**src/rtl/ins_encoder.sv**
```systemverilog
// ins_encoder: packs decoded instruction fields into 32-bit words and writes them to successive instruction-memory addresses.
// Ports: clk/rst_n (async active-low); start begins a session at BASE_ADDR; in_valid/in_ready input handshake;
// opcode/func/rs/rt/rd/imm16/imm26 fields; mem_we/mem_addr/mem_wdata registered write port;
// count words written; busy in RUN; done sticky after HALT; err 01 illegal opcode, 10 address overflow.
module ins_encoder #(
  parameter int ADDR_W = 10,
  parameter int BASE_ADDR = 0
) (
  input  logic              clk,
  input  logic              rst_n,
  input  logic              start,
  input  logic              in_valid,
  output logic              in_ready,
  input  logic [5:0]        opcode,
  input  logic [4:0]        func,
  input  logic [4:0]        rs,
  input  logic [4:0]        rt,
  input  logic [4:0]        rd,
  input  logic [15:0]       imm16,
  input  logic [25:0]       imm26,
  output logic              mem_we,
  output logic [ADDR_W-1:0] mem_addr,
  output logic [31:0]       mem_wdata,
  output logic [ADDR_W:0]   count,
  output logic              busy,
  output logic              done,
  output logic [1:0]        err
);
  typedef enum logic [1:0] {IDLE, RUN, DONE, ERR} state_t;
  state_t state;
  logic [ADDR_W-1:0] addr;
  logic [31:0] enc;
  logic legal;
  logic halt;
  always_comb begin
    enc = '0;
    legal = 1'b1;
    if (opcode == 6'h00 || opcode == 6'h15) enc = {opcode, rs, rt, rd, 6'b0, func};
    else if (opcode >= 6'h01 && opcode <= 6'h12) enc = {opcode, rs, rt, imm16};
    else if (opcode == 6'h14) enc = {opcode, rs, 5'b0, rd, 11'b0};
    else if (opcode inside {6'h20, 6'h21, 6'h22, 6'h23, 6'h26}) enc = {opcode, imm26};
    else if (opcode == 6'h24 || opcode == 6'h25) enc = {opcode, 26'b0};
    else legal = 1'b0;
  end
  assign halt = opcode == 6'h24;
  assign in_ready = state == RUN;
  assign busy = state == RUN;
  always_ff @(posedge clk or negedge rst_n) begin
    if (!rst_n) begin
      state <= IDLE;
      addr <= ADDR_W'(BASE_ADDR);
      mem_we <= 1'b0;
      mem_addr <= '0;
      mem_wdata <= '0;
      count <= '0;
      done <= 1'b0;
      err <= 2'b00;
    end else begin
      mem_we <= 1'b0;
      if (state != RUN) begin
        if (start) begin
          state <= RUN;
          addr <= ADDR_W'(BASE_ADDR);
          count <= '0;
          done <= 1'b0;
          err <= 2'b00;
        end
      end else if (in_valid) begin
        if (!legal) begin
          state <= ERR;
          err <= 2'b01;
        end else begin
          mem_we <= 1'b1;
          mem_addr <= addr;
          mem_wdata <= enc;
          count <= count + 1'b1;
          // HALT at the last address still finishes cleanly; any other word there exhausts the space
          if (halt) begin
            state <= DONE;
            done <= 1'b1;
          end else if (&addr) begin
            state <= ERR;
            err <= 2'b10;
          end else addr <= addr + 1'b1;
        end
      end
    end
  end
endmodule
```
**config.mk**
```make
export PLATFORM = sky130hd
export DESIGN_NAME = ins_encoder
export DESIGN_NICKNAME = d
export VERILOG_FILES = /design/src/rtl/ins_encoder.sv
export SDC_FILE = /design/constraint.sdc
export NUM_CORES = 1
export LEC_CHECK = 0
export CAP_MARGIN = 20
export CELL_PAD_IN_SITES_DETAIL_PLACEMENT = 1
export CELL_PAD_IN_SITES_GLOBAL_PLACEMENT = 2
export CORE_ASPECT_RATIO = 1.5
export CORE_MARGIN = 5
export CORE_UTILIZATION = 27
export DETAILED_ROUTE_END_ITERATION = 8
export HOLD_SLACK_MARGIN = 0.08
export PLACE_DENSITY = 0.85
export SLEW_MARGIN = 25
export SYNTH_ARGS = -nofsm -noshare
export SYNTH_HDL_FRONTEND = slang
export SYNTH_SLANG_ARGS = --single-unit
```
**constraint.sdc**
```tcl
create_clock -name clk -period 3.8 [get_ports clk]
set_clock_uncertainty 0.15 [all_clocks]
set_input_delay 0.76 -clock clk [delete_from_list [all_inputs] [get_ports clk]]
set_output_delay 0.76 -clock clk [all_outputs]
set_load 0.05 [all_outputs]
```
# Word-level counts from Yosys, hierarchy flattened
# Cells that the tools add are included.
word_totals:
  reg_bits: 69
  in_bits: 72
  word_cells: 85
op_classes:
  add_sub_neg: 2
  n_lt_le_gt_ge: 2
  n_eq_ne: 17
  muxes: 40
  bitwise_logic: 1
  reduce_logical: 15
ops:
  columns: ["op", "n"]
  rows:
  - ["2-to-1 mux 32 bit", 5]
  - ["2-to-1 mux 10 bit", 6]
  - ["2-to-1 mux 11 bit", 4]
  - ["equality test 6 bit, second input constant", 7]
  - ["2-to-1 mux 2 bit", 12]
  - ["2-to-1 mux 1 bit", 13]
  - ["equality test 6 x 5 -> 1 bit, second input constant", 2]
  - ["adder 11 x 1 -> 11 bit, second input constant", 1]
  - ["adder 10 x 1 -> 10 bit, second input constant", 1]
  - ["AND reduction 10 bit", 1]
  - ["AND reduction 3 bit", 3]
  - ["AND reduction 4 bit", 2]
  - ["greater-or-equal comparator 6 x 1 -> 1 bit, second input constant", 1]
  - ["<= comparator 6 x 5 -> 1 bit, second input constant", 1]
  - ["logical NOT 6 bit", 1]
  - ["nonzero test 2 bit", 3]
  - ["AND reduction 5 bit", 1]
  - ["nonzero test 5 bit", 1]
  - ["!= test 2 x 1 -> 1 bit, second input constant", 2]
  - ["!= test 2 bit, second input constant", 2]
  - ["!= test 4 x 1 -> 1 bit, second input constant", 1]
  - ["!= test 3 x 1 -> 1 bit, second input constant", 1]
  - ["!= test 3 x 2 -> 1 bit, second input constant", 1]
  - ["equality test 2 x 1 -> 1 bit, second input constant", 1]
  - ["other kinds (3)", 4]

# Depth between registers and ports, before layout
depth:
  ltp_word: 10
  mapped_depth: 10
  depth_no_buf: 7

# Least setup slack after synthesis
# OpenSTA, ideal clock, no wires.
synth_timing:
  path_type: "input port to flip-flop"
  from: "in opcode[5]"
  to: "reg mem_wdata[30]"
  setup_time_ns: 0.126
  t_arrival_ns: 2.371
  slack_ns: 1.153
  cell_stages: 10
  n_path_buf: 5
  cell_sequence: "buf_6 maj3_2 a311o_1 buf_6 or2_1 buf_2 buf_2 buf_2 nand2_1 o41ai_2"
synth_between:
  elab_chain_len: 8
  word_cells_on_any_way: 27
  classes_between: "2 x order compare; 9 x eq/ne; 10 x mux; 6 x reduce/logical"
synth_lines:
  columns: ["item", "line_no", "source"]
  rows:
  - ["start, declared", "14", "input logic [5:0] opcode,"]
  - ["equality test 6 bit", "42", "else if (opcode == 6'h24 || opcode == 6'h25) enc = {opcode, 26'b0};"]
  - ["logical OR 1 bit", "42", null]
  - ["2-to-1 mux 1 bit", "42", null]
  - ["2-to-1 mux 1 bit", "41", "else if (opcode inside {6'h20, 6'h21, 6'h22, 6'h23, 6'h26}) enc = {opcode, imm26};"]
  - ["2-to-1 mux 1 bit", "40", "else if (opcode == 6'h14) enc = {opcode, rs, 5'b0, rd, 11'b0};"]
  - ["2-to-1 mux 1 bit", "39", "else if (opcode >= 6'h01 && opcode <= 6'h12) enc = {opcode, rs, rt, imm16};"]
  - ["2-to-1 mux 1 bit", "38", "if (opcode == 6'h00 || opcode == 6'h15) enc = {opcode, rs, rt, rd, 6'b0, func};"]
  - ["AND reduction 3 bit (no source line)", null, null]
  - ["end signal, assigned", "75", "mem_wdata <= enc;"]
  - ["end, declared", "23", "output logic [31:0] mem_wdata,"]
# Parallel ways exist; a longest one is shown, timed or not.
# A chain may end at the register's enable or synchronous reset.

# Worst setup path after layout
layout_timing:
  from: "in opcode[3]"
  to: "reg mem_wdata[7]"
# Same word-level chain as after synthesis.

==> out/qor.csv <==
metric;value;unit
core_area;0.01239;mm^2
port_buffers;130;
yosys_most_used_dff;dfrtp_1;
setup_violations;0;
layoutNonFillerInstCount;655;
sw_frac_of_total;37.84;%
worstPathMaxFanout;52;
io_pins;131;
rows;50;
dp_hpwl;9359;um
p_sw;1142;uW
die_y;147.2;um
routed_wl;12150;um
seq_power_share;32.3;%
grt_usage;16.51;%
drv_cap;0;
syn_to_final_growth;53.21;%
path_class;input port to register;
htreeDepth;3;
cts-resized-gates;0;
postCtsSetupBuffers;0;
cts_buffer_depth;2;
end_kind;register;
placed_cells;639;
post_synth_instance_area;0.003388;mm^2
yosys.area.top_type;dfrtp_1;
finalCritPeriodShare;81.78;%
synth_cell_type_count;51;
grt_max_degree;70;
die_x;101.5;um
ant_nets;0;
syn_nets;441;
synth-async-reset-ratio;100.0;%
place_area;0.004865;mm^2
fin_area;0.005191;mm^2
utilization;41.91;%
postSynthAreaPerCell;9.232;um^2
clk-insertion-delay-late;0.33;ns
finalCriticalPeriod;3.108;ns
netlist.area_leader.share;50.96;%
cp-start-kind;input port;
grt-ovfl-total;0;
worstMarginPinSlew;0.9016;ns
clockPowerShare;30.3;%
intPower;1876;uW
routedWlPerCell;18.55;um
crit_required;3.85;ns
power_leakage;0.002173;uW
antenna_cells;0;
whs_path_depth;2;
routabilityCongestion;0.7978;
first_pass_iters;4;
finalNetCount;568;
antenna_found_initial;0;
maxSlewHeadroom;39.34;%
grt_pass1_vias;3554;
drc;0;
final_hold_viol_count;0;
fmax;321.8;MHz
die-area;0.01494;mm^2
via_count;3324;
tns;0;ns
yosys-top-cells-area;dfrtp_1, nand2_1, nor2_1;
p_per_area;581.4;mW/mm^2
hold_slack;0.3265;ns
synth_edf_count;0;
cts_root_buf;clkbuf_16;
synth-seq-cells;69;
synth_commonest_cells;dfrtp_1, nand2_1, nor2_1;
cts_inserted_buffers;9;
arrival;3.16;ns
layout-drive-gt1-share;7.214;%
clock-sinks;69;
viasPerCell;5.075;
ys_warn_count;0;
rr_worst_depth;6;
ctsHoldBuffers;0;
clkTransAtPathRegs;0.06;ns
status;completed;
ir_worst_vdd;219.6;uV
cts_tree;built;
drv_slew;0;
synth_cells;367;
synth_seq_area_share;50.96;%
p_comb_share;37.4;%
rsz0062_at_grt;no;
start_util;27.35;%
grt_pass1_wl;19000;um
hold_path_class;register to register;
synth_most_common_cell;dfrtp_1;
drtIter0Drc;143;
power groups by stage:
stage	combinational [uW]	clock (uW)	sequential [uW]
after floorplan	249	0	1410
after global placement	1130	0	988
after detailed placement	1140	0	989
after CTS	1140	934	977
after global routing	1190	957	995
final	1130	914	975
path summary, 6_finish.rpt:
path,from,to,slack (ns)
setup / recovery,opcode[3],mem_wdata[7],0.69
hold / removal,mem_wdata[4],mem_wdata[4],0.33
setup reg to reg,addr[0],addr[7],1.16
hold reg to reg,mem_wdata[4],mem_wdata[4],0.33
max in group asynchronous,rst_n,mem_wdata[16],2.50
min in group asynchronous,rst_n,count[5],0.40
area by class of cell:
cell class / instances / area, um^2
clock buffers: 12 / 256.5
clock inverters: 4 / 70.07
fillers: 1396 / 7196
inverters: 12 / 45.04
multi-input cells: 263 / 1506
flip-flops and latches: 69 / 1727
well taps: 156 / 195.2
repair buffers: 139 / 1391
cells in the final DEF, fill, tap and decap left out, types with 9 or more instances in the layout:
master           netlist  final
dfrtp_1               69     69
nand3_1               12     12
a21oi_1               13     12
inv_1                 10     10
a221oi_1              21     21
nor2_1                52     52
o21ai_0               17     17
clkbuf_16              0      9
nand2_1               60     60
clkdlybuf4s50_1        0    129
sequential cells by signal (all words and copies together) (netlist names):
name,flops
state,2
addr,10
mem_we,1
count,11
err,2
done,1
mem_wdata,32
mem_addr,10
layer usage:
layer  routed length (um)  global-route usage (%)  vias to the layer above
met4                  276                   6.720                        0
met2                 6890                   30.87                       60
met3                  388                   2.328                       17
li1                     -                       -                     1583
met1                 4596                   18.13                     1664
met5                    0                       0                        -
cell families after synthesis:
kind of cell / synth area share (%)
AND/OR/NAND/NOR: 21.60
AO/OA/AOI/OAI: 19.50
flip-flops: 50.96
buffers and inverters: 4.690
XOR/XNOR: 1.292
multiplexers: 0.8863
adder cells (fa/ha/maj): 1.071
stage by stage:
stage | power (uW) | worst slack (ns)
2_1_floorplan | 1663 | 1.153
3_3_place_gp | 2117 | 0.3808
3_5_place_dp | 2131 | 0.3409
4_1_cts | 3055 | 0.6927
5_1_grt | 3147 | 0.5476
6_report | 3018 | 0.6924
worst max-delay path: stages:
cell,delay [ns]
clkdlybuf4s50_1,0.54
maj3_2,0.36
a311o_1,0.45
or2_2,0.46
buf_12,0.22
a221oi_1,0.28
nor2_1,0.08
Power figures use the tool's default switching activity.
